===== config.mk =====
export PLATFORM = sky130hd
export DESIGN_NAME = napot_encoder
export DESIGN_NICKNAME = d
export VERILOG_FILES = /design/src/rtl/pmp_pkg.sv /design/src/rtl/napot_ones_count.sv /design/src/rtl/napot_encoder.sv
export SDC_FILE = /design/constraint.sdc
export NUM_CORES = 1
export LEC_CHECK = 0
export ABC_AREA = 0
export BUFFER_PORTS_ARGS = -buffer_cell sky130_fd_sc_hd__clkbuf_2
export CAP_MARGIN = 20
export CORE_ASPECT_RATIO = 0.5
export CORE_MARGIN = 4
export CORE_UTILIZATION = 50
export DETAILED_ROUTE_END_ITERATION = 10
export PLACE_DENSITY_LB_ADDON = 0.05
export SLEW_MARGIN = 0
export SYNTH_ARGS = -nofsm -noshare
export SYNTH_HDL_FRONTEND = slang
export SYNTH_SLANG_ARGS = --single-unit
export TNS_END_PERCENT = 20

===== constraint.sdc =====
create_clock -name clk -period 5.22 [get_ports clk]
set_input_delay 1.044 -clock clk [delete_from_list [all_inputs] [get_ports clk]]
set_output_delay 1.044 -clock clk [all_outputs]
set_load 0.01 [all_outputs]

===== src/rtl/pmp_pkg.sv =====
// Shared definitions for the NAPOT region encoder: FSM states, response
// error codes and the legal region-size range (log2 bytes).
// The VERIFY state exists only when NAPOT_ENCODER_SELFCHECK_EN is defined.
package pmp_pkg;

  typedef enum logic [2:0] {
    S_IDLE,
    S_CHECK,
    S_BUILD,
`ifdef NAPOT_ENCODER_SELFCHECK_EN
    S_VERIFY,
`endif
    S_DONE
  } napot_state_t;

  localparam logic [1:0] ERR_OK        = 2'b00;
  localparam logic [1:0] ERR_SIZE      = 2'b01;
  localparam logic [1:0] ERR_ALIGN     = 2'b10;
  localparam logic [1:0] ERR_SELFCHECK = 2'b11;

  localparam logic [5:0] NAPOT_MIN_LOG2 = 6'd3;
  localparam logic [5:0] NAPOT_MAX_LOG2 = 6'd31;

endpackage


===== src/rtl/napot_ones_count.sv =====
// Combinational trailing-ones counter: number of consecutive 1 bits
// starting at bit 0. Used only by the optional self-check path
// (NAPOT_ENCODER_SELFCHECK_EN).
module napot_ones_count (
  input  logic [31:0] i_val,
  output logic [5:0]  o_count
);

  logic [5:0] w_cnt;
  logic       w_run;

  // Count ones from the LSB until the first zero.
  always_comb begin
    w_cnt = '0;
    w_run = 1'b1;
    for (int i = 0; i < 32; i++) begin
      if (w_run && i_val[i]) w_cnt = w_cnt + 6'd1;
      else                   w_run = 1'b0;
    end
  end

  assign o_count = w_cnt;

endmodule


===== src/rtl/napot_encoder.sv =====
// NAPOT address-register encoder: validates a (base, log2size) region and
// builds base | ((1 << (log2size-3)) - 1), one mask bit per BUILD cycle.
// Optional macro NAPOT_ENCODER_SELFCHECK_EN adds a VERIFY state that
// re-counts the trailing ones of the result before responding.
module napot_encoder
  import pmp_pkg::*;
(
  input  logic        clk,
  input  logic        rst,
  input  logic        req_valid,
  output logic        req_ready,
  input  logic [31:0] req_base,
  input  logic [5:0]  req_log2size,
  output logic        rsp_valid,
  input  logic        rsp_ready,
  output logic [31:0] rsp_addr_n,
  output logic [1:0]  rsp_err
);

  napot_state_t r_state;
  logic [31:0]  r_base;
  logic [5:0]   r_log2;
  logic [31:0]  r_mask;
  logic [4:0]   r_cnt;
  logic         r_req_ready;
  logic         r_rsp_valid;
  logic [31:0]  r_rsp_addr;
  logic [1:0]   r_rsp_err;

  logic         w_size_bad;
  logic [31:0]  w_align_mask;
  logic         w_misaligned;
  logic [5:0]   w_pos;
  logic [31:0]  w_mask_nxt;

  // Size is checked on the full 6-bit value; the alignment mask only
  // matters once the size is known to be in 3..31.
  assign w_size_bad   = (r_log2 < NAPOT_MIN_LOG2) || (r_log2 > NAPOT_MAX_LOG2);
  assign w_align_mask = (32'h1 << r_log2[4:0]) - 32'h1;
  assign w_misaligned = |(r_base & w_align_mask);
  assign w_pos        = r_log2 - NAPOT_MIN_LOG2;
  assign w_mask_nxt   = {r_mask[30:0], 1'b1};

`ifdef NAPOT_ENCODER_SELFCHECK_EN
  logic [31:0] r_enc;
  logic [5:0]  r_pos;
  logic [5:0]  w_ones;

  napot_ones_count u_ones (
    .i_val   (r_enc),
    .o_count (w_ones)
  );
`endif

  // Request/response FSM; all outputs are registered here.
  always_ff @(posedge clk) begin
    if (rst) begin
      r_state     <= S_IDLE;
      r_base      <= '0;
      r_log2      <= '0;
      r_mask      <= '0;
      r_cnt       <= '0;
      r_req_ready <= 1'b1;
      r_rsp_valid <= 1'b0;
      r_rsp_addr  <= '0;
      r_rsp_err   <= ERR_OK;
`ifdef NAPOT_ENCODER_SELFCHECK_EN
      r_enc       <= '0;
      r_pos       <= '0;
`endif
    end else begin
      case (r_state)
        S_IDLE: begin
          if (req_valid && r_req_ready) begin
            r_base      <= req_base;
            r_log2      <= req_log2size;
            r_req_ready <= 1'b0;
            r_state     <= S_CHECK;
          end
        end
        S_CHECK: begin
          r_mask <= '0;
          // Size error wins over alignment error.
          if (w_size_bad) begin
            r_rsp_err   <= ERR_SIZE;
            r_rsp_addr  <= '0;
            r_rsp_valid <= 1'b1;
            r_state     <= S_DONE;
          end else if (w_misaligned) begin
            r_rsp_err   <= ERR_ALIGN;
            r_rsp_addr  <= '0;
            r_rsp_valid <= 1'b1;
            r_state     <= S_DONE;
          end else if (w_pos == 6'd0) begin
`ifdef NAPOT_ENCODER_SELFCHECK_EN
            r_enc   <= r_base;
            r_pos   <= w_pos;
            r_state <= S_VERIFY;
`else
            r_rsp_err   <= ERR_OK;
            r_rsp_addr  <= r_base;
            r_rsp_valid <= 1'b1;
            r_state     <= S_DONE;
`endif
          end else begin
            r_cnt   <= w_pos[4:0];
`ifdef NAPOT_ENCODER_SELFCHECK_EN
            r_pos   <= w_pos;
`endif
            r_state <= S_BUILD;
          end
        end
        S_BUILD: begin
          r_mask <= w_mask_nxt;
          r_cnt  <= r_cnt - 5'd1;
          if (r_cnt == 5'd1) begin
`ifdef NAPOT_ENCODER_SELFCHECK_EN
            r_enc   <= r_base | w_mask_nxt;
            r_state <= S_VERIFY;
`else
            r_rsp_err   <= ERR_OK;
            r_rsp_addr  <= r_base | w_mask_nxt;
            r_rsp_valid <= 1'b1;
            r_state     <= S_DONE;
`endif
          end
        end
`ifdef NAPOT_ENCODER_SELFCHECK_EN
        S_VERIFY: begin
          // Encoded value must have exactly pos trailing ones, then a zero.
          if ((w_ones != r_pos) || r_enc[r_pos[4:0]]) begin
            r_rsp_err  <= ERR_SELFCHECK;
            r_rsp_addr <= '0;
          end else begin
            r_rsp_err  <= ERR_OK;
            r_rsp_addr <= r_enc;
          end
          r_rsp_valid <= 1'b1;
          r_state     <= S_DONE;
        end
`endif
        S_DONE: begin
          if (rsp_ready) begin
            r_rsp_valid <= 1'b0;
            r_rsp_addr  <= '0;
            r_rsp_err   <= ERR_OK;
            r_req_ready <= 1'b1;
            r_state     <= S_IDLE;
          end
        end
        default: r_state <= S_IDLE;
      endcase
    end
  end

  assign req_ready  = r_req_ready;
  assign rsp_valid  = r_rsp_valid;
  assign rsp_addr_n = r_rsp_addr;
  assign rsp_err    = r_rsp_err;

endmodule


== Word-level counts from Yosys, hierarchy flattened ==
Cells that the tools add are included.

* Register bits after elaboration: 113
* Bits of input ports: 42
* Output and inout bits: 36
* Word-level logic and storage cells: 74

* $add $sub $neg: 3
* $lt $le $gt $ge: 2
* Equal/unequal tests: 11
* Shift-type cells: 1
* Mux-type cells: 33
* Bitwise operators: 2
* Reductions and logical operators: 13

{| class="wikitable"
|+ Operator list
! operator !! number
|-
| $mux 32 || 5
|-
| $pmux 32 s3 || 1
|-
| $pmux 31 s2 || 1
|-
| $and 32x32->32 || 1
|-
| $or 32x32->32 || 1
|-
| $reduce_or 32->1 || 1
|-
| $shl 1x5->32 const A || 1
|-
| $sub 32x1->32 const B || 1
|-
| $mux 5 || 3
|-
| $ne 2x2->1 const B || 6
|-
| $pmux 3 s4 || 1
|-
| $mux 1 || 10
|-
| $mux 2 || 5
|-
| $pmux 5 s2 || 1
|-
| $mux 3 || 3
|-
| $reduce_and 4->1 || 2
|-
| $eq 3x2->1 const B || 2
|-
| $gt 6x5->1 const B || 1
|-
| $logic_not 6->1 || 1
|-
| $lt 6x2->1 const B || 1
|-
| $pmux 2 s3 || 1
|-
| $reduce_and 3->1 || 2
|-
| $sub 6x2->6 const B || 1
|-
| $eq 5x1->1 const B || 1
|-
| other kinds (11) || 12
|}

== Depth between registers and ports, before layout ==
* Depth in word-level cells: 7
* Depth in mapped cells: 18
* Mapped depth without buffers: 15

== Worst setup path before layout ==
Ideal clock, no wire load.

* Path type: register -> register
* Start: reg r_log2[0]
* End: reg r_rsp_addr[12], in the netlist rsp_addr_n[12]
* Library setup time: 0.115 ns
* Arrival time: 3.501 ns
* Data required time: 5.105 ns
* Path slack: 1.604 ns
* Cell stages (with the launch flop): 19
* Clock period less this slack: 3.616 ns
* Path through: dfxtp_1 > inv_1 > ha_1 > buf_4 > clkbuf_1 > nor2b_1 > nand2_1 > ha_1 > nor2b_1 > and3_1 > o21a_1 > a2111oi_0 > nand4_1 > and4bb_2 > nand3_4 > o21ai_1 > o21bai_2 > buf_6 > o2bb2ai_2

* Cells in the longest elaborated chain, start to end: 7

{| class="wikitable"
|+ RTL lines
! item !! line !! text
|-
| from (decl) || napot_encoder.sv:22 || <nowiki>logic [5:0] r_log2;</nowiki>
|-
| from (signal assigned) || napot_encoder.sv:76 || <nowiki>r_log2 <= req_log2size;</nowiki>
|-
| $shl 1x5->32 || napot_encoder.sv:39 || <nowiki>assign w_align_mask = (32'h1 << r_log2[4:0]) - 32'h1;</nowiki>
|-
| $sub 32x1->32 || napot_encoder.sv:39 ||
|-
| $and 32x32->32 || napot_encoder.sv:40 || <nowiki>assign w_misaligned = |(r_base & w_align_mask);</nowiki>
|-
| $reduce_or 32->1 || napot_encoder.sv:40 ||
|-
| $mux 32 || napot_encoder.sv:89 || <nowiki>end else if (w_misaligned) begin</nowiki>
|-
| $mux 32 || napot_encoder.sv:84 || <nowiki>if (w_size_bad) begin</nowiki>
|-
| $pmux 32 s3 || napot_encoder.sv:72 || <nowiki>case (r_state)</nowiki>
|-
| to (signal assigned) || napot_encoder.sv:101 || <nowiki>r_rsp_addr <= r_base;</nowiki>
|-
| to (signal assigned) || napot_encoder.sv:122 || <nowiki>r_rsp_addr <= r_base | w_mask_nxt;</nowiki>
|-
| to (decl) || napot_encoder.sv:27 || <nowiki>logic [31:0] r_rsp_addr;</nowiki>
|}

Parallel ways exist; a longest one is shown, timed or not.
A chain may end at the register's enable or synchronous reset.

== Worst setup path after layout ==
* Start: reg r_log2[0]
* End: reg r_rsp_addr[27], in the netlist rsp_addr_n[27]

Same word-level chain as after synthesis.

==> results.sh <==
export IMPL_syn2layout_area_growth_pct=11.60
export IMPL_first_pass_iters=6
export IMPL_antenna_cells=0
export IMPL_max_stage_delay_ns=0.72
export IMPL_fin_tns_setup_ns=0
export IMPL_num_fill_cells=1159
export IMPL_cp_end_kind="flip-flop"
export IMPL_place_area_um2=6608
export IMPL_die_x_um=165.6
export IMPL_syn_num_nets=813
export IMPL_ys_warn_count=0
export IMPL_fin_nets=854
export IMPL_grt_max_degree=71
export IMPL_rows=28
export IMPL_grt_setup_unrepaired="no"
export IMPL_antenna_found_initial=0
export IMPL_hold_class="flip-flop to flip-flop"
export IMPL_worstSkewPairLatency_ns=0.35
export IMPL_cts_max_level=3
export IMPL_synth_cell_types=77
export IMPL_initial_core_util=0.5184
export IMPL_cp_max_fo=23
export IMPL_grt_usage=0.2575
export IMPL_clock_root_buffer="clkbuf_16"
export IMPL_avgSynthCellArea_um2=8.216
export IMPL_netlist_area_um2=6211
export IMPL_cts_resized=0
export IMPL_max_freq_mhz=215.0
export IMPL_intPower_mw=1.829
export IMPL_core_um2=11980
export IMPL_clock_power_share=0.208
export IMPL_synth_edf_count=0
export IMPL_synth_seq_cells=112
export IMPL_grt_remaining_overflow=0
export IMPL_cts_max_path_buffers=2
export IMPL_slew_viol_final=0
export IMPL_synth_flop_cell="dfxtp_1"
export IMPL_status="completed"
export IMPL_cts_tree="done"
export IMPL_tightest_slew_ns=0.8857
export IMPL_p_sw_mw=1.476
export IMPL_die_height_um=86.81
export IMPL_numCtsBuffers=9
export IMPL_peakVddDrop_v=0.0004656
export IMPL_p_leak_nw=2.524
export IMPL_path_buf_inv=2
export IMPL_required_ns=5.45
export IMPL_fin_crit_ns=4.651
export IMPL_drc_errors=0
export IMPL_cts_sinks=112
export IMPL_num_io_pins=78
export IMPL_final_layout_size_suffix_gt1_frac=0.1945
export IMPL_hpwl_um=13350
export IMPL_finalHoldViolations=0
export IMPL_clkTransAtPathRegs_ns=0.08
export IMPL_die_area_um2=14380
export IMPL_crit_family="simple AND/OR/NAND/NOR gates"
export IMPL_ctsHoldBuffers=0
export IMPL_r2r_setup_slack_ns=0.57
export IMPL_power_frac_comb=0.463
export IMPL_grt_pass1_vias=5426
export IMPL_slew_headroom=0.4087
export IMPL_grt_pass1_wl_um=29960
export IMPL_cts_setup_buffers=0
export IMPL_vias=5908
export IMPL_crit_path_start_kind="flip-flop"
export IMPL_yosysTopAreaCell="dfxtp_1"
export IMPL_max_cap_violations=0
export IMPL_arrival_ns=4.88
export IMPL_setup_viol=0
export IMPL_totalWireLength_um=18610
export IMPL_fin_area_um2=6932
export IMPL_gp_congestion=1.080
export IMPL_crit_chain="inv_1, ha_1, nor2b_1, nand2_1, ha_1, nor2b_1, a2111oi_0, o21a_1, a2111oi_0, nand4_1, and4bb_2, nand3_4, o21ai_1, o21bai_2, buf_4, o2bb2ai_2"
export IMPL_powerDensity_nw_per_um2=476.8
export IMPL_async_flop_share=0
export IMPL_yosys_top_cells_area="dfxtp_1, a21oi_1, nand2_1, o2bb2ai_2, ha_1"
export IMPL_skew_ns=0.01345
export IMPL_worstSetupPathType="flip-flop to flip-flop"
export IMPL_portBuffers=77
export IMPL_p_seq_frac=0.329
export IMPL_cpMaxStageDelayCell="ha_1"
export IMPL_drtAntennaViolNets=0
export IMPL_finalPower_mw=3.305
export IMPL_drtIter0Drc=763
export IMPL_avgRoutedWirePerCell_um=19.25
export IMPL_syn_inst=756
export IMPL_fin_crit_sh=0.8911
export IMPL_ys_seq_area_frac=0.3610
export IMPL_yosysTopAreaCellShare=0.3610
export IMPL_sw_frac_of_total=0.4466
export IMPL_vias_per_cell=6.110
Yosys cell counts, types with 3 or more instances:
cell type  count
dfxtp_1      112
o21a_1        14
ha_1          15
or2_2          4
a21oi_1      104
and2_1         5
buf_6          7
o2bb2ai_1     13
a2111oi_0      4
xor2_1         4
a211oi_1       4
mux2i_1        6
nor3b_1        4
nor2b_1       11
a32oi_1        3
a21boi_0       4
a31oi_1        3
a21o_1         3
nand3_1       37
inv_1         24
o21ai_0       29
a22oi_1       12
o22ai_1        4
nand2b_1       7
buf_2         11
buf_1          6
nor2_1        27
clkbuf_1      37
xnor2_1        8
o31a_1         3
nor3_1         9
nand2_1      114
nor4_1         4
a221oi_1       3
o2bb2ai_2     20
and3_1         6
o2111ai_1      4
a311oi_1       3
a31o_2         3
nand4_1        7
o211ai_1      11
buf_4          3
routing by layer:
| metal | wire [um] | global-route usage | share of wire | up-vias |
|---|---|---|---|---|
| li1 | - | - | - | 2830 |
| met1 | 9194 | 0.3881 | 0.49 | 2803 |
| met2 | 7742 | 0.3891 | 0.42 | 251 |
| met3 | 1424 | 0.04374 | 0.077 | 24 |
| met4 | 252 | 0.05165 | 0.014 | 0 |
| met5 | 0 | 0 | 0 | - |
worst reg2reg max path, cell delays in order, from the launching register on:
cell and delay (ns):
dfxtp_1 0.46, inv_1 0.14, ha_1 0.45, nor2b_1 0.26
nand2_1 0.11, ha_1 0.72, nor2b_1 0.28, a2111oi_0 0.13
o21a_1 0.19, a2111oi_0 0.36, nand4_1 0.14, and4bb_2 0.37
nand3_4 0.11, o21ai_1 0.19, o21bai_2 0.14, buf_4 0.36
o2bb2ai_2 0.14
placed cells by master (no fill, tap or decap), types with 4 or more instances in the layout:
cell,count
buf_4,16
nand3_1,37
o22ai_1,4
a21boi_0,4
nand4_1,7
dfxtp_1,112
nor4_1,4
nor3b_1,4
a21oi_1,104
nor2_1,27
ha_1,14
clkbuf_16,9
a22oi_1,12
a211oi_1,4
nand2_1,114
o2111ai_1,4
nand2b_1,7
xnor2_1,8
o2bb2ai_2,20
clkbuf_2,77
xor2_1,4
inv_1,24
nor2b_1,11
o2bb2ai_1,13
a2111oi_0,4
nor3_1,9
o21ai_0,29
mux2i_1,6
o211ai_1,11
and3_1,6
or2_2,4
o21a_1,14
and2_1,5
layout make-up:
type	count	area [um^2]	area share
multi-input combinational	555	3560	0.5135
sequential	112	2242	0.3235
timing repair buffer	94	533.0	0.07690
clock buffer	10	239.0	0.03448
tap	165	206.4	0.02978
inverter	25	93.84	0.01354
clock inverter	6	57.56	0.008303
state kept, by name, summed over array words and instances (netlist names):
register,flops
rsp_err,2
r_base,32
r_cnt,5
rsp_valid,1
r_mask,31
req_ready,1
r_state,2
rsp_addr_n,32
r_log2,6
through the flow:
step                      instances  utilization  setup slack (ns)  hold WS [ns]
after detailed placement        950       0.5515            0.6649        0.4496
after global routing            967       0.5785            0.1262        0.4914
after global placement          950       0.5515            0.8432        0.4452
after floorplan                 756            -             1.604        0.4367
after CTS                       966       0.5762            0.6224        0.4699
final                           967       0.5785            0.5686        0.4670
power groups by stage:
stage               Combinational, mW  Clock, mW  Sequential (mW)
finish                           1.53      0.688             1.09
detailed placement               1.46          0             1.10
CTS                              1.47      0.700             1.08
global route                     1.67      0.737             1.10
floorplan                        1.14          0             1.05
global placement                 1.46          0             1.10
cell families after synthesis:
logic type	after synthesis	share of synthesized area
flops	112	0.3610
buf+inv	89	0.06628
mux	6	0.009670
simple gates	255	0.2067
xor+xnor	12	0.01692
compound gates	267	0.3092
fa+ha+maj	15	0.03022
path summary, 6_finish.rpt:
check | start | to | cells past startpoint
max | r_log2[0] | rsp_addr_n[27] | 16
min | rsp_addr_n[4] | rsp_addr_n[4] | 1
max reg2reg | r_log2[0] | rsp_addr_n[27] | 16
min reg2reg | rsp_addr_n[4] | rsp_addr_n[4] | 1
No activity file was read; power rests on OpenSTA's default activity.
